[config.mk]
export PLATFORM = sky130hd
export DESIGN_NAME = wordle_guess_engine
export DESIGN_NICKNAME = d
export VERILOG_FILES = /design/src/rtl/wordle_pkg.sv /design/src/rtl/wordle_scorer.sv /design/src/rtl/wordle_guess_engine.sv
export SDC_FILE = /design/constraint.sdc
export NUM_CORES = 1
export LEC_CHECK = 0
export ABC_AREA = 1
export CORE_MARGIN = 2
export CORE_UTILIZATION = 50
export CTS_BUF_LIST = sky130_fd_sc_hd__clkbuf_4 sky130_fd_sc_hd__clkbuf_8 sky130_fd_sc_hd__clkbuf_16
export DETAILED_ROUTE_END_ITERATION = 7
export PLACE_DENSITY = 0.75
export RECOVER_POWER = 25
export SYNTH_ARGS = -nofsm -noshare
export SYNTH_HDL_FRONTEND = slang
export SYNTH_SLANG_ARGS = --single-unit
[constraint.sdc]
create_clock -name clk -period 2.15 [get_ports clk]
set_input_delay 0.43 -clock clk [delete_from_list [all_inputs] [get_ports clk]]
set_output_delay 0.43 -clock clk [all_outputs]
set_load 0.03 [all_outputs]
[src/rtl/wordle_pkg.sv]
// Shared definitions for the wordle guess engine: letter/colour encodings,
// board geometry defaults, FSM state types and small word-access helpers.
package wordle_pkg;

    localparam int unsigned LW       = 5;
    localparam int unsigned ROWS_DEF = 6;
    localparam int unsigned COLS_DEF = 5;

    localparam logic [LW-1:0] LETTER_A = 5'd1;

    localparam logic [1:0] COL_PEND = 2'b00;
    localparam logic [1:0] COL_GRAY = 2'b01;
    localparam logic [1:0] COL_YEL  = 2'b10;
    localparam logic [1:0] COL_GRN  = 2'b11;

    typedef enum logic [2:0] {
        S_CLEAR,
        S_ENTRY,
        S_SCORE_G,
        S_SCORE_Y,
        S_WRITE,
        S_DONE
    } state_t;

    typedef enum logic [1:0] {
        SC_IDLE,
        SC_G,
        SC_Y
    } sc_phase_t;

    function automatic logic [LW-1:0] letter_at(input logic [LW*COLS_DEF-1:0] w,
                                                input logic [2:0] k);
        logic [LW-1:0] r;
        r = '0;
        for (int unsigned i = 0; i < COLS_DEF; i++)
            if (k == i[2:0]) r = w[i*LW +: LW];
        return r;
    endfunction

    function automatic logic [1:0] colour_at(input logic [2*COLS_DEF-1:0] res,
                                             input logic [2:0] k);
        logic [1:0] r;
        r = '0;
        for (int unsigned i = 0; i < COLS_DEF; i++)
            if (k == i[2:0]) r = res[i*2 +: 2];
        return r;
    endfunction

endpackage

[src/rtl/wordle_scorer.sv]
// Scores a guess against a latched target: 5 green-pass cycles followed by a
// fixed 25-cycle yellow scan. done is high during the final scan cycle.
module wordle_scorer
    import wordle_pkg::*;
(
    input  logic                   clk,
    input  logic                   clr,
    input  logic                   start,
    input  logic [LW*COLS_DEF-1:0] guess,
    input  logic [LW*COLS_DEF-1:0] target,
    output logic                   done,
    output logic [2*COLS_DEF-1:0]  result
);

    sc_phase_t         phase;
    logic [2:0]        i;
    logic [2:0]        j;
    logic [LW*COLS_DEF-1:0] tgt;
    logic [COLS_DEF-1:0]    used;
    logic [LW-1:0]     gl;
    logic [LW-1:0]     tl;

    always_comb begin
        gl = letter_at(guess, i);
        tl = letter_at(tgt, (phase == SC_G) ? i : j);
    end

    assign done = (phase == SC_Y) && (i == 3'd4) && (j == 3'd4);

    always_ff @(posedge clk) begin
        if (clr) begin
            phase  <= SC_IDLE;
            i      <= '0;
            j      <= '0;
            tgt    <= '0;
            used   <= '0;
            result <= '0;
        end else begin
            case (phase)
                SC_IDLE: begin
                    if (start) begin
                        phase <= SC_G;
                        i     <= '0;
                        j     <= '0;
                        tgt   <= target;
                        used  <= '0;
                    end
                end
                SC_G: begin
                    for (int unsigned k = 0; k < COLS_DEF; k++) begin
                        if (i == k[2:0]) begin
                            result[k*2 +: 2] <= (gl == tl) ? COL_GRN : COL_GRAY;
                            if (gl == tl) used[k] <= 1'b1;
                        end
                    end
                    if (i == 3'd4) begin
                        phase <= SC_Y;
                        i     <= '0;
                    end else begin
                        i <= i + 3'd1;
                    end
                end
                SC_Y: begin
                    // Only a still-gray cell can claim a match, so each guess letter takes at most one.
                    if (colour_at(result, i) == COL_GRAY && gl == tl && !used[j]) begin
                        for (int unsigned k = 0; k < COLS_DEF; k++)
                            if (i == k[2:0]) result[k*2 +: 2] <= COL_YEL;
                        used[j] <= 1'b1;
                    end
                    if (j == 3'd4) begin
                        j <= '0;
                        if (i == 3'd4) begin
                            phase <= SC_IDLE;
                            i     <= '0;
                        end else begin
                            i <= i + 3'd1;
                        end
                    end else begin
                        j <= j + 3'd1;
                    end
                end
                default: phase <= SC_IDLE;
            endcase
        end
    end

endmodule

[src/rtl/wordle_guess_engine.sv]
// Wordle game logic: builds guesses from key pulses, scores them and streams
// per-cell {colour, letter} writes to the board store; tracks win/loss.
module wordle_guess_engine
    import wordle_pkg::*;
#(
    parameter int unsigned ROWS = ROWS_DEF,
    parameter int unsigned COLS = COLS_DEF
) (
    input  logic        clk,
    input  logic        clr,
    input  logic [4:0]  letter_in,
    input  logic        letter_valid,
    input  logic        del_pulse,
    input  logic        enter_pulse,
    input  logic [24:0] target,
    output logic [6:0]  display,
    output logic [2:0]  row,
    output logic [2:0]  col,
    output logic        wr_en,
    output logic        busy,
    output logic        game_won,
    output logic        game_lost
);

    localparam logic [2:0] NCOL     = 3'(COLS);
    localparam logic [2:0] LAST_COL = 3'(COLS - 1);
    localparam logic [2:0] LAST_ROW = 3'(ROWS - 1);

    state_t      state;
    state_t      state_nx;
    logic [4:0]  cnt;
    logic [2:0]  cur_row;
    logic [2:0]  cur_col;
    logic [24:0] guess;
    logic [9:0]  result;
    logic        sc_done;
    logic        do_enter;
    logic        do_del;
    logic        do_letter;
    logic        all_green;
    logic [2:0]  wcol;
    logic [6:0]  display_d;
    logic [2:0]  row_d;
    logic [2:0]  col_d;
    logic        wr_en_d;
    logic        busy_d;

    wordle_scorer u_scorer (
        .clk    (clk),
        .clr    (clr),
        .start  (do_enter),
        .guess  (guess),
        .target (target),
        .done   (sc_done),
        .result (result)
    );

    always_comb begin
        do_enter  = (state == S_ENTRY) && enter_pulse && (cur_col == NCOL);
        do_del    = (state == S_ENTRY) && !enter_pulse && del_pulse && (cur_col != 3'd0);
        do_letter = (state == S_ENTRY) && !enter_pulse && !del_pulse && letter_valid &&
                    (letter_in >= LETTER_A) && (cur_col < NCOL);
        all_green = (result == '1);
    end

    always_ff @(posedge clk) begin
        if (clr) state <= S_CLEAR;
        else     state <= state_nx;
    end

    always_comb begin
        state_nx = state;
        case (state)
            S_CLEAR:   if (cnt == 5'd30) state_nx = S_ENTRY;
            S_ENTRY:   if (do_enter) state_nx = S_SCORE_G;
            S_SCORE_G: if (cnt == 5'd4) state_nx = S_SCORE_Y;
            S_SCORE_Y: if (sc_done) state_nx = S_WRITE;
            S_WRITE:   if (cnt == 5'd4)
                           state_nx = (all_green || cur_row == LAST_ROW) ? S_DONE : S_ENTRY;
            default:   state_nx = state;
        endcase
    end

    // Output registers are loaded at the edge that enters the cycle they describe,
    // so the scored writes line up with the WRITE state itself.
    always_comb begin
        wr_en_d   = 1'b0;
        row_d     = '0;
        col_d     = '0;
        display_d = '0;
        wcol      = (state == S_WRITE) ? cnt[2:0] + 3'd1 : 3'd0;
        case (state)
            S_CLEAR: begin
                if (cnt < 5'd30) begin
                    wr_en_d = 1'b1;
                    row_d   = cur_row;
                    col_d   = cur_col;
                end
            end
            S_ENTRY: begin
                if (do_del) begin
                    wr_en_d = 1'b1;
                    row_d   = cur_row;
                    col_d   = cur_col - 3'd1;
                end else if (do_letter) begin
                    wr_en_d   = 1'b1;
                    row_d     = cur_row;
                    col_d     = cur_col;
                    display_d = {COL_PEND, letter_in};
                end
            end
            default: ;
        endcase
        if (state_nx == S_WRITE) begin
            wr_en_d   = 1'b1;
            row_d     = cur_row;
            col_d     = wcol;
            display_d = {colour_at(result, wcol), letter_at(guess, wcol)};
        end
        busy_d = (state_nx == S_CLEAR) || (state_nx == S_SCORE_G) ||
                 (state_nx == S_SCORE_Y) || (state_nx == S_WRITE);
    end

    always_ff @(posedge clk) begin
        if (clr) begin
            display <= '0;
            row     <= '0;
            col     <= '0;
            wr_en   <= 1'b0;
            busy    <= 1'b1;
        end else begin
            display <= display_d;
            row     <= row_d;
            col     <= col_d;
            wr_en   <= wr_en_d;
            busy    <= busy_d;
        end
    end

    always_ff @(posedge clk) begin
        if (clr) begin
            cnt       <= '0;
            cur_row   <= '0;
            cur_col   <= '0;
            guess     <= '0;
            game_won  <= 1'b0;
            game_lost <= 1'b0;
        end else begin
            cnt <= (state_nx != state) ? 5'd0 : cnt + 5'd1;
            case (state)
                S_CLEAR: begin
                    if (cnt < 5'd30) begin
                        if (cur_col == LAST_COL) begin
                            cur_col <= '0;
                            cur_row <= (cur_row == LAST_ROW) ? 3'd0 : cur_row + 3'd1;
                        end else begin
                            cur_col <= cur_col + 3'd1;
                        end
                    end
                end
                S_ENTRY: begin
                    if (do_del) begin
                        cur_col <= cur_col - 3'd1;
                    end else if (do_letter) begin
                        for (int unsigned k = 0; k < COLS_DEF; k++)
                            if (cur_col == k[2:0]) guess[k*LW +: LW] <= letter_in;
                        cur_col <= cur_col + 3'd1;
                    end
                end
                S_WRITE: begin
                    if (cnt == 5'd4) begin
                        if (all_green) begin
                            game_won <= 1'b1;
                        end else if (cur_row == LAST_ROW) begin
                            game_lost <= 1'b1;
                        end else begin
                            cur_row <= cur_row + 3'd1;
                            cur_col <= '0;
                        end
                    end
                end
                default: ;
            endcase
        end
    end

endmodule

==> metrics.md <==
| Metric | Value |
|---|---|
| Commonest cells after routing, fill and taps aside | nand2_1 (138), inv_1 (112), nor2_1 (112) |
| CTS tree | yes |
| Die Width | 111 um |
| Status | finished with violations |
| Syn_nets | 916 |
| Clk_lat worst skew | 360 ps |
| Leading area contributor after synthesis | dfxtp_1 |
| DRC Markers | 0 |
| Async SR Flop Fraction | 0 |
| Final WL | between 15,000 and 20,000 um |
| Maxcap violations | 0 |
| Reg-to-Reg End | u_scorer.used[1]$_SDFFE_PP0P_ |
| Leakage power total | 3.38 nW |
| PD cells | 1010 nW/um2 |
| Setup Skew | around 10 ps |
| H-Tree Depth | 3 |
| Core footprint | about 11,000 um2 |
| GRT Util Overall | 0.261 |
| FF-to-FF path depth | 21 |
| Ys flop type | dfxtp_1 |
| Syn Std Cell Area | 5730 um2 |
| CP startpoint | u_scorer.phase[1]$_SDFFE_PP0P_ |
| Fin crit period | 2530 ps |
| Num CTS Buffers | 9 |
| Drt first-iter violations | 421 |
| CP Max Fanout | 6 |
| Number of synthesized flops with an enable pin | 0 |
| Largest net degree at the start of global routing | 41 |
| # IOs | 52 |
| Wirelength per Cell | 14.8 um |
| Die Span Y | 111 um |
| CTS Sinks | roughly 100 |
| Failing checks | negative setup slack |
| Initial antenna violation count | 0 |
| PnR worst setup slack | -380 ps |
| Drt pass-1 iters | 5 |
| Setup violators final | 36 |
| Post-CTS Hold Buffers | 0 |
| Antenna cells | 0 |
| Share of Yosys cell area claimed by the top area cell type | 0.363 |
| Num rows | 39 |
| RSZ-0062 raised after global routing | yes |
| Vias | approximately 6,200 |
| Share of layout cells above drive strength 1 | 0.233 |
| Vias in the first global route | approximately 5,800 |
| Finished Layout Cells | 1,147 |
| Die Area | 12,300 um2 |
| CTS Buffer Depth | 2 |
| Nets | 1,056 |
| Max Slew Vio Count | 0 |
| Post-synthesis sequential area ratio | 0.363 |
| Wire length of the first global-routing pass | 26,600 um |
| Required time of the critical path | about 2400 ps |
| CTS root buf | clkbuf_16 |
| FILL cells | 917 |
| Layout area overhead | 38.3% |
| Most common cell after layout, fill and taps aside | nand2_1 |
| Fin Setup TNS | -8170 ps |
| Mapped Cells | between 800 and 900 |
| Yosys reg bits | 104 |
| Mean Syn Cell Area | approximately 6.7 um2 |
| Crit. End Element | register |
| Tcrit/Tclk final | 1.18 |
| Worst Setup EP | u_scorer.used[1]$_SDFFE_PP0P_ |
| Max Freq | 395 MHz |
| Min-delay src | cnt[0]$_SDFF_PP0_ |
| Crit start category | register |
| Measured slew at the worst slew-check pin | between 500 and 600 ps |
| Starting Density | 0.506 |
| Final HPWL DP | 11,400 um |
| Power after layout | between 0.008 and 0.009 W |
| Avg Vias per Cell | between 5 and 6 |
| Buffers on Ports | 51 |
| Synth unique cells | 40 |
| Synth top area cells | dfxtp_1 (36%), nand2_1 (10%), nor2_1 (8.1%) |
| Reg2reg start | u_scorer.phase[1]$_SDFFE_PP0P_ |
| Reg2Reg Setup Slack | -380 ps |
| Worst Hold Class | reg -> reg |
| CTS clk-pin slew, worst paths | about 70 ps |
| Crit path arrival time | ~2800 ps |
| Final antenna-violating net count | 0 |
| Max VDD drop | 0.609 mV |
| Total gr overflow | 0 |
| YS warnings | 0 |
| Endpoints failing hold | 0 |
| RD Place Congestion | 0.952 |
| DP Cell Count | 1,111 |
| Crit path kind | reg -> reg |
| Slew Limit Headroom | 0.614 |
cells by family (layout without fill, tap and decap cells):
logic type / count (synthesis) / in the layout / share of synthesized area
adders and majority gates: 22 / 22 / 0.0480
AOI/OAI and AO/OA: 174 / 174 / 0.171
and+or+nand+nor: 406 / 406 / 0.312
buffers and inverters: 150 / 295 / 0.102
DFF: 104 / 104 / 0.363
xor gates and xnor gates: 3 / 3 / 0.00458
cells in the mapped netlist (5+ instances only):
master and instances:
nor3_1 9, nand3_1 67, a211oi_1 11, nor2_2 9, nand2_1 156, o21ai_0 61
nor2_1 123, o211ai_1 5, nand4_1 18, o22ai_1 11, a21oi_1 64, ha_1 22
clkbuf_1 20, dfxtp_1 104, nand2_2 6, inv_2 5, inv_1 119
how the worst min path moves through the flow:
stage | to | slack (ps) | depth (start not counted)
floorplan | u_scorer.tgt[15]$_SDFFE_PP0P_ | 430 | 2
global placement | game_lost$_SDFFE_PP0P_ | 440 | 2
detailed placement | u_scorer.tgt[13]$_SDFFE_PP0P_ | 460 | 2
CTS | u_scorer.tgt[13]$_SDFFE_PP0P_ | 470 | 2
global route | u_scorer.tgt[6]$_SDFFE_PP0P_ | 490 | 2
finish | cnt[0]$_SDFF_PP0_ | 460 | 1
stage by stage:
stage	area (um2)	hold WS, ps	utilization	worst slack (ps)
floorplan	5780	429	-	-20.8
global placement	7020	439	0.620	-359
detailed placement	7020	457	0.620	-416
CTS	7660	469	0.676	-312
global route	7930	486	0.700	-524
finish	7930	463	0.700	-380
metal layers:
layer | global-route usage | share of wire | up-vias
li1 | - | - | 3096
met1 | 0.325 | 0.43 | 2862
met2 | 0.454 | 0.49 | 211
met3 | 0.0361 | 0.052 | 45
met4 | 0.107 | 0.026 | 0
met5 | 0 | 0 | -
layout make-up:
type | instances | area (um2) | share of cell area
clock buffer | 12 | 260 | 0.0328
clock inverter | 4 | 73.8 | 0.00931
inverter | 125 | 477 | 0.0601
multi-input combinational | 605 | 3490 | 0.441
sequential | 104 | 2090 | 0.264
tap | 143 | 179 | 0.0226
timing repair buffer | 154 | 1360 | 0.171
sequential cells by signal (all words and copies together), names as in the netlist, 2 cells and up:
register and count:
cnt 5, col 3, cur_col 3, cur_row 3, display 7, guess 25, row 3, state 3
u_scorer.i 3, u_scorer.j 3, u_scorer.phase 2, u_scorer.result 10, u_scorer.tgt 25, u_scorer.used 5
what timing repair did:
action	CTS	global route
buffers inserted	12	8
pin swaps	36	34
endpoints found under the setup margin	33	50
gates resized for setup	54	59
critical path, stage by stage (launching register included):
cell     delay (ps)
dfxtp_2         330
inv_2            50
ha_4            190
buf_6           140
nand2_2          70
nand2_4          80
nor2_4          200
nand2_2         100
nor2_1          140
nor2_2           60
nand2_1          80
nand3_1          70
nand2_1          90
nand2_1          70
nor2_2           90
nand3_2         120
nand2_4         130
nand2_8         100
nor2_4          110
nand2_1          70
nand2_1          80
nor2_1           60
where the power goes:
| part | switching, W | internal (W) |
|---|---|---|
| sequential | 0.0000993 | 0.00206 |
| combinational | 0.00238 | 0.00166 |
| clock | 0.000745 | 0.00110 |
| total | 0.00322 | 0.00481 |
Note: power is estimated with default switching activity, not from simulation.
